### src/rtl/arm_mem_pkg.sv
// arm_mem_pkg
//   Shared definitions for the SRAM arbiter: FSM state encoding, the owner
//   encoding of the granted pipeline port, and the halfword select values
//   used as the SRAM address LSB.
package arm_mem_pkg;

  // Arbiter FSM states: idle, low halfword phase, high halfword phase, done.
  typedef enum logic [1:0] {
    IDLE = 2'd0,
    LO   = 2'd1,
    HI   = 2'd2,
    DONE = 2'd3
  } arb_state_t;

  // Owner of the current SRAM transaction.
  localparam logic OWN_IF  = 1'b0;
  localparam logic OWN_MEM = 1'b1;

  // Halfword select appended to the latched word address.
  localparam logic HALF_LO = 1'b0;
  localparam logic HALF_HI = 1'b1;

endpackage : arm_mem_pkg

### src/rtl/sram_arbiter.sv
// sram_arbiter
//   Shares one 16-bit asynchronous SRAM between the instruction-fetch port
//   and the data port. Each 32-bit word access is split into a low and a
//   high halfword phase, each lasting WAIT_CYCLES clocks. The data port has
//   fixed priority over fetch. Completion is signalled by one-cycle ready
//   pulses; every SRAM-facing output is registered.
//
// Ports
//   clk, rst                 clock, asynchronous active-high reset
//   if_req, if_addr          fetch request (held until if_ready), byte address
//   if_rdata, if_ready       fetched word, one-cycle completion pulse
//   mem_rd_en, mem_wr_en     data read / write request (mutually exclusive)
//   mem_addr, mem_wdata      data byte address, write data
//   mem_rdata, mem_ready     read word, one-cycle completion pulse
//   mem_stall                combinational: data request not yet completed
//   sram_addr                halfword address to the SRAM
//   sram_dq_out, sram_dq_oe  write data to the pad and its output enable
//   sram_dq_in               read data from the pad
//   sram_we_n                write strobe, active-low
module sram_arbiter
  import arm_mem_pkg::*;
#(
  parameter int SRAM_AW     = 18,
  parameter int WAIT_CYCLES = 3
) (
  input  logic               clk,
  input  logic               rst,
  input  logic               if_req,
  input  logic [31:0]        if_addr,
  output logic [31:0]        if_rdata,
  output logic               if_ready,
  input  logic               mem_rd_en,
  input  logic               mem_wr_en,
  input  logic [31:0]        mem_addr,
  input  logic [31:0]        mem_wdata,
  output logic [31:0]        mem_rdata,
  output logic               mem_ready,
  output logic               mem_stall,
  output logic [SRAM_AW-1:0] sram_addr,
  output logic [15:0]        sram_dq_out,
  output logic               sram_dq_oe,
  input  logic [15:0]        sram_dq_in,
  output logic               sram_we_n
);

  localparam logic [3:0] LP_LAST = 4'(WAIT_CYCLES - 1);

  // Transaction state
  arb_state_t         r_state, w_state_nxt;
  logic [3:0]         r_cnt, w_cnt_nxt;
  logic               r_owner, w_owner_nxt;
  logic               r_write, w_write_nxt;
  logic [SRAM_AW-2:0] r_word, w_word_nxt;
  logic [31:0]        r_wdata, w_wdata_nxt;
  logic [15:0]        r_lo_half, w_lo_half_nxt;

  // Registered outputs
  logic [31:0]        r_if_rdata, w_if_rdata_nxt;
  logic [31:0]        r_mem_rdata, w_mem_rdata_nxt;
  logic               r_if_ready, w_if_ready_nxt;
  logic               r_mem_ready, w_mem_ready_nxt;
  logic [SRAM_AW-1:0] r_sram_addr, w_sram_addr_nxt;
  logic [15:0]        r_dq_out, w_dq_out_nxt;
  logic               r_dq_oe, w_dq_oe_nxt;
  logic               r_we_n, w_we_n_nxt;

  logic               w_last;
  logic               w_phase_nxt;
  logic               w_unused;

  assign w_last = (r_cnt == LP_LAST);

  // Byte-offset and upper address bits do not take part in SRAM addressing.
  assign w_unused = ^{if_addr[31:SRAM_AW+1], if_addr[1:0],
                      mem_addr[31:SRAM_AW+1], mem_addr[1:0]};

  // Next-state logic: arbitration, latching on grant, phase counting, read capture.
  always_comb begin
    w_state_nxt     = r_state;
    w_cnt_nxt       = r_cnt;
    w_owner_nxt     = r_owner;
    w_write_nxt     = r_write;
    w_word_nxt      = r_word;
    w_wdata_nxt     = r_wdata;
    w_lo_half_nxt   = r_lo_half;
    w_if_rdata_nxt  = r_if_rdata;
    w_mem_rdata_nxt = r_mem_rdata;
    case (r_state)
      IDLE: begin
        if (mem_rd_en | mem_wr_en) begin
          w_state_nxt = LO;
          w_cnt_nxt   = 4'd0;
          w_owner_nxt = OWN_MEM;
          w_write_nxt = mem_wr_en;
          w_word_nxt  = mem_addr[SRAM_AW:2];
          w_wdata_nxt = mem_wdata;
        end else if (if_req) begin
          w_state_nxt = LO;
          w_cnt_nxt   = 4'd0;
          w_owner_nxt = OWN_IF;
          w_write_nxt = 1'b0;
          w_word_nxt  = if_addr[SRAM_AW:2];
        end else begin
          w_state_nxt = IDLE;
        end
      end
      LO: begin
        if (w_last) begin
          w_state_nxt = HI;
          w_cnt_nxt   = 4'd0;
          if (!r_write) begin
            w_lo_half_nxt = sram_dq_in;
          end else begin
            w_lo_half_nxt = r_lo_half;
          end
        end else begin
          w_cnt_nxt = r_cnt + 4'd1;
        end
      end
      HI: begin
        if (w_last) begin
          w_state_nxt = DONE;
          w_cnt_nxt   = 4'd0;
          // The high half arrives on the same edge that publishes the word.
          if (!r_write && (r_owner == OWN_IF)) begin
            w_if_rdata_nxt = {sram_dq_in, r_lo_half};
          end else if (!r_write) begin
            w_mem_rdata_nxt = {sram_dq_in, r_lo_half};
          end else begin
            w_if_rdata_nxt = r_if_rdata;
          end
        end else begin
          w_cnt_nxt = r_cnt + 4'd1;
        end
      end
      DONE: begin
        w_state_nxt = IDLE;
      end
      default: begin
        w_state_nxt = IDLE;
        w_cnt_nxt   = 4'd0;
      end
    endcase
  end

  // Output decode from the upcoming state so every pad signal is a flop.
  always_comb begin
    w_phase_nxt     = (w_state_nxt == LO) || (w_state_nxt == HI);
    w_sram_addr_nxt = r_sram_addr;
    w_dq_out_nxt    = 16'h0000;
    case (w_state_nxt)
      LO: begin
        w_sram_addr_nxt = {w_word_nxt, HALF_LO};
        w_dq_out_nxt    = w_write_nxt ? w_wdata_nxt[15:0] : 16'h0000;
      end
      HI: begin
        w_sram_addr_nxt = {w_word_nxt, HALF_HI};
        w_dq_out_nxt    = w_write_nxt ? w_wdata_nxt[31:16] : 16'h0000;
      end
      default: begin
        w_sram_addr_nxt = r_sram_addr;
        w_dq_out_nxt    = 16'h0000;
      end
    endcase
    w_dq_oe_nxt = w_phase_nxt & w_write_nxt;
    // Strobe skips the first and last cycle of a phase for address setup/hold.
    w_we_n_nxt = ~(w_phase_nxt & w_write_nxt &
                   (w_cnt_nxt != 4'd0) & (w_cnt_nxt != LP_LAST));
    w_if_ready_nxt  = (w_state_nxt == DONE) && (w_owner_nxt == OWN_IF);
    w_mem_ready_nxt = (w_state_nxt == DONE) && (w_owner_nxt == OWN_MEM);
  end

  // State and output registers; reset aborts any transaction immediately.
  always_ff @(posedge clk or posedge rst) begin
    if (rst) begin
      r_state     <= IDLE;
      r_cnt       <= 4'd0;
      r_owner     <= OWN_IF;
      r_write     <= 1'b0;
      r_word      <= '0;
      r_wdata     <= 32'h0000_0000;
      r_lo_half   <= 16'h0000;
      r_if_rdata  <= 32'h0000_0000;
      r_mem_rdata <= 32'h0000_0000;
      r_if_ready  <= 1'b0;
      r_mem_ready <= 1'b0;
      r_sram_addr <= '0;
      r_dq_out    <= 16'h0000;
      r_dq_oe     <= 1'b0;
      r_we_n      <= 1'b1;
    end else begin
      r_state     <= w_state_nxt;
      r_cnt       <= w_cnt_nxt;
      r_owner     <= w_owner_nxt;
      r_write     <= w_write_nxt;
      r_word      <= w_word_nxt;
      r_wdata     <= w_wdata_nxt;
      r_lo_half   <= w_lo_half_nxt;
      r_if_rdata  <= w_if_rdata_nxt;
      r_mem_rdata <= w_mem_rdata_nxt;
      r_if_ready  <= w_if_ready_nxt;
      r_mem_ready <= w_mem_ready_nxt;
      r_sram_addr <= w_sram_addr_nxt;
      r_dq_out    <= w_dq_out_nxt;
      r_dq_oe     <= w_dq_oe_nxt;
      r_we_n      <= w_we_n_nxt;
    end
  end

  assign if_rdata    = r_if_rdata;
  assign if_ready    = r_if_ready;
  assign mem_rdata   = r_mem_rdata;
  assign mem_ready   = r_mem_ready;
  assign mem_stall   = (mem_rd_en | mem_wr_en) & ~r_mem_ready;
  assign sram_addr   = r_sram_addr;
  assign sram_dq_out = r_dq_out;
  assign sram_dq_oe  = r_dq_oe;
  assign sram_we_n   = r_we_n;

endmodule : sram_arbiter

### config.mk
export PLATFORM = sky130hd
export DESIGN_NAME = sram_arbiter
export DESIGN_NICKNAME = d
export VERILOG_FILES = /design/src/rtl/arm_mem_pkg.sv /design/src/rtl/sram_arbiter.sv
export SDC_FILE = /design/constraint.sdc
export NUM_CORES = 1
export LEC_CHECK = 0
export ABC_CLOCK_PERIOD_IN_PS = 15700
export CAP_MARGIN = 25
export CORE_MARGIN = 1
export CORE_UTILIZATION = 38
export DETAILED_ROUTE_END_ITERATION = 8
export GPL_ROUTABILITY_DRIVEN = 0
export HOLD_SLACK_MARGIN = 0.02
export PLACE_DENSITY = 0.71
export SYNTH_ARGS = -nofsm -noshare
export SYNTH_HDL_FRONTEND = slang
export SYNTH_SLANG_ARGS = --single-unit
### constraint.sdc
create_clock -name clk -period 15.7 [get_ports clk]
set_input_delay 3.14 -clock clk [delete_from_list [all_inputs] [get_ports clk]]
set_output_delay 3.14 -clock clk [all_outputs]
set_load 0.05 [all_outputs]
After elaboration in Yosys (flattened, before gate mapping). Cells that the tools add are included. Widths: inputs -> output; s select.

Flip-flop bits (word level): 175.

Add/subtract/negate cells: 1. Eq/ne operators: 8. Mux-type cells: 24. Bitwise logic cells: 11. Reduce and logical (&&, ||, !) cells: 12.

Operator list (count): $mux 32 (2); $mux 17 (3); $pmux 18 s2 (1); $mux 16 (2); $pmux 16 s2 (1); $mux 4 (3); $eq 2x2->1 const B (4); $mux 1 (8); $pmux 2 s4 (1); $pmux 4 s2 (1); $not 1->1 (6); $reduce_and 3->1 (2); $add 4x1->4 const B (1); $and 1x1->1 (4); $eq 2x1->1 const B (2); $eq 4x2->1 const B (1); $mux 2 (2); $ne 4x2->1 const B (1); $reduce_and 4->1 (1); $reduce_bool 4->1 (1); $logic_and 1x1->1 (3); $logic_not 2->1 (1); $reduce_bool 2->1 (1); $reduce_or 2->1 (1); 3 further kinds (3).

Longest topological paths before layout.
Word-level depth: 9. Depth in mapped cells: 12. Mapped depth without buffers: 10.

Worst setup path before layout. OpenSTA, ideal clock, no wires.

Path type: input to output. Start: in mem_wr_en. End: out mem_stall. Arrival: 3.823 ns. Data required time: 12.560 ns. Slack: 8.737 ns. Stages on the path: 2. Path buffers: 0. Cells stage by stage: nor2_1 > nor2_1.

Longest elaborated chain between the ends: 2.

RTL lines: start, declared (line sram_arbiter.sv:33) `input logic mem_wr_en,`; $or 1x1->1 (line sram_arbiter.sv:214) `assign mem_stall = (mem_rd_en | mem_wr_en) & ~r_mem_ready;`; $and 1x1->1 (line sram_arbiter.sv:214); end, declared (line sram_arbiter.sv:38) `output logic mem_stall,`.

No other way between the ends.

Worst setup path after layout. Ends and elaborated chain as after synthesis.

==> results_dict.tcl <==
set metrics [dict create \
    timing.final.ws_setup_ns 7.79 \
    met1_usage_pct 21.1 \
    critical_path_class "primary input to primary output" \
    path_max_fanout 4 \
    synthTopCellsByArea "dfrtp_1, mux2_4, mux2_2, nor2_1, o31ai_1" \
    numPortBuffers 189 \
    tns_ns 0 \
    place_ws_ns 7.78 \
    arrival_ns 4.77 \
    synthCells 493 \
    via_per_inst 5.02 \
    cp-start-kind "primary input" \
    core.rowCount 49 \
    power_mw 2.07 \
    ys_ff_latch 175 \
    dieArea_um2 19100 \
    end_kind "primary output" \
    powerDensity_nw_per_um2 210 \
    drt-pass1-iter-count 7 \
    dr_total_vias 4627 \
    cts_setup_buffers 0 \
    cts_tree "yes" \
    grtUsageMet2_pct 29.1 \
    area_growth_pct 39.1 \
    grt.total_usage_pct 17.3 \
    dp_hpwl_um 10500 \
    slew_headroom_pct 43.0 \
    skew_ns 0.0117 \
    max-clock-path-buffers 2 \
    core-area_um2 18100 \
    tightest_slew_ns 0.854 \
    hold_violations 0 \
    drt-total-wl_um 15800 \
    async_reset_ff_share_pct 100 \
    leakage_nw 4.41 \
    setup_violations 0 \
    ant_nets 0 \
    hold_class "register to register" \
    syn_area_um2 7060 \
    grt_max_degree 97 \
    nets 807 \
    cts_resized 0 \
    rsz0062_at_grt "false" \
    drc 32 \
    fmax_mhz 126 \
    clk_pin_slew_worst_paths_ns 0.07 \
    slew_violations 0 \
    cap_violations 0 \
    period_share_pct 50.4 \
    synth_fp_nets 620 \
    cts_made_buffers 17 \
    numClockSinks 175 \
    antenna_found_initial 0 \
    post_drt_wl_per_cell_um 17.1 \
    cts-root-buf "clkbuf_16" \
    initial_core_util_pct 39.1 \
    synth_top_area_share_pct 61.6 \
    worstPathRequired_ns 12.56 \
    synth_largest_area_cell "dfrtp_1" \
    violations "design-rule violations" \
    yosys_warnings 0 \
    grt_pass1_wl_um 26200 \
    grt.busiest_layer "met2" \
    synth_ff_type "dfrtp_1" \
    avgSynthCellArea_um2 14.3 \
    mostFrequentLayoutCells "clkdlybuf4s50_1, dfrtp_1, mux2_2" \
    io-pin-count 220 \
    peakVddDrop_uv 107 \
    ys_types 37 \
    die_x_um 138 \
    status "finished with violations" \
    final_common_cell "clkdlybuf4s50_1" \
    die_h_um 138 \
    postLayoutCellArea_um2 9820 \
    cts_hold_buf 0 \
    grt_pass1_vias 4958 \
    finalCoreUtilization_pct 54.3 \
    clock_latency_ns 0.42 \
    diodes 0 \
    drt_iter0_drc 195 \
    synth-edff-count 0 \
    htree_num_levels 4 \
    min_period_ns 7.91 \
    grt.met3_usage_pct 6.41 \
    grt-ovfl-total 0 \
    dpl-instance-area_um2 9130 \
    drive_gt1_share_pct 22.9 \
    yosysSeqAreaShare_pct 62.0 \
]
==> power breakdown <==
part	total (mW)	internal (mW)	leakage, nW	switching (mW)
logic	0.899	0.347	1.97	0.552
registers	0.696	0.620	2.12	0.0765
clock network	0.471	0.284	0.323	0.186
==> path summary, 6_finish.rpt <==
| path | slack [ns] | start | cells past startpoint | end |
|---|---|---|---|---|
| setup / recovery | 7.79 | mem_wr_en | 4 | mem_stall |
| hold / removal | 0.48 | sram_addr[3] | 2 | sram_addr[3] |
| setup reg to reg | 12.90 | r_cnt[0] | 10 | sram_we_n |
| hold reg to reg | 0.48 | sram_addr[3] | 2 | sram_addr[3] |
| max in group asynchronous | 11.33 | rst | 4 | mem_rdata[3] |
| min in group asynchronous | 3.28 | rst | 2 | sram_addr[8] |
==> worst max-delay path, cell delays in order <==
cell             delay, ns
clkdlybuf4s50_1       0.59
nor2_1                0.12
nor2_1                0.12
clkdlybuf4s50_1       0.81
==> per-stage QoR <==
step	instances	hold slack, ns
final	922	0.480
after CTS	921	0.485
after floorplan	493	0.468
after detailed placement	889	0.468
after global routing	922	0.508
after global placement	889	0.464
==> Yosys cell counts (5+ instances only) <==
library cell / count
a22oi_1: 17
buf_2: 5
buf_6: 7
clkbuf_1: 12
dfrtp_1: 174
ha_1: 10
inv_1: 10
mux2_2: 63
mux2_4: 50
nand2_1: 19
nor2_1: 55
o22ai_1: 18
o31ai_1: 19
==> state kept, by name, summed over array words and instances (netlist names) <==
name and cells:
sram_dq_oe 1, r_wdata 32, mem_rdata 32, r_write 1, sram_we_n 1, r_owner 1, sram_addr 18, if_ready 1
r_state 2, mem_ready 1, r_lo_half 16, r_cnt 4, sram_dq_out 16, if_rdata 32, r_word 17
==> layout make-up <==
type / count / area, µm²
fill: 1502 / 8260
sequential: 175 / 4380
multi-input combinational: 282 / 2500
timing repair buffer: 194 / 1950
clock buffer: 20 / 467
tap: 229 / 287
clock inverter: 12 / 196
inverter: 10 / 42.5
==> kinds of logic after synthesis <==
| group | after synthesis | share of synthesized area (%) |
|---|---|---|
| AOI/OAI and AO/OA | 67 | 6.64 |
| DFF | 175 | 62.0 |
| adders and majority gates | 10 | 1.77 |
| buffers and inverters | 36 | 2.75 |
| muxes | 113 | 20.7 |
| and+or+nand+nor | 92 | 6.16 |
==> metal layers <==
metal  vias up  wire length (µm)
li1       2101                 -
met1      2338              6780
met2       178              7560
met3        10              1310
met4         0               129
met5         -                 0
Note: power is estimated with default switching activity, not from simulation.
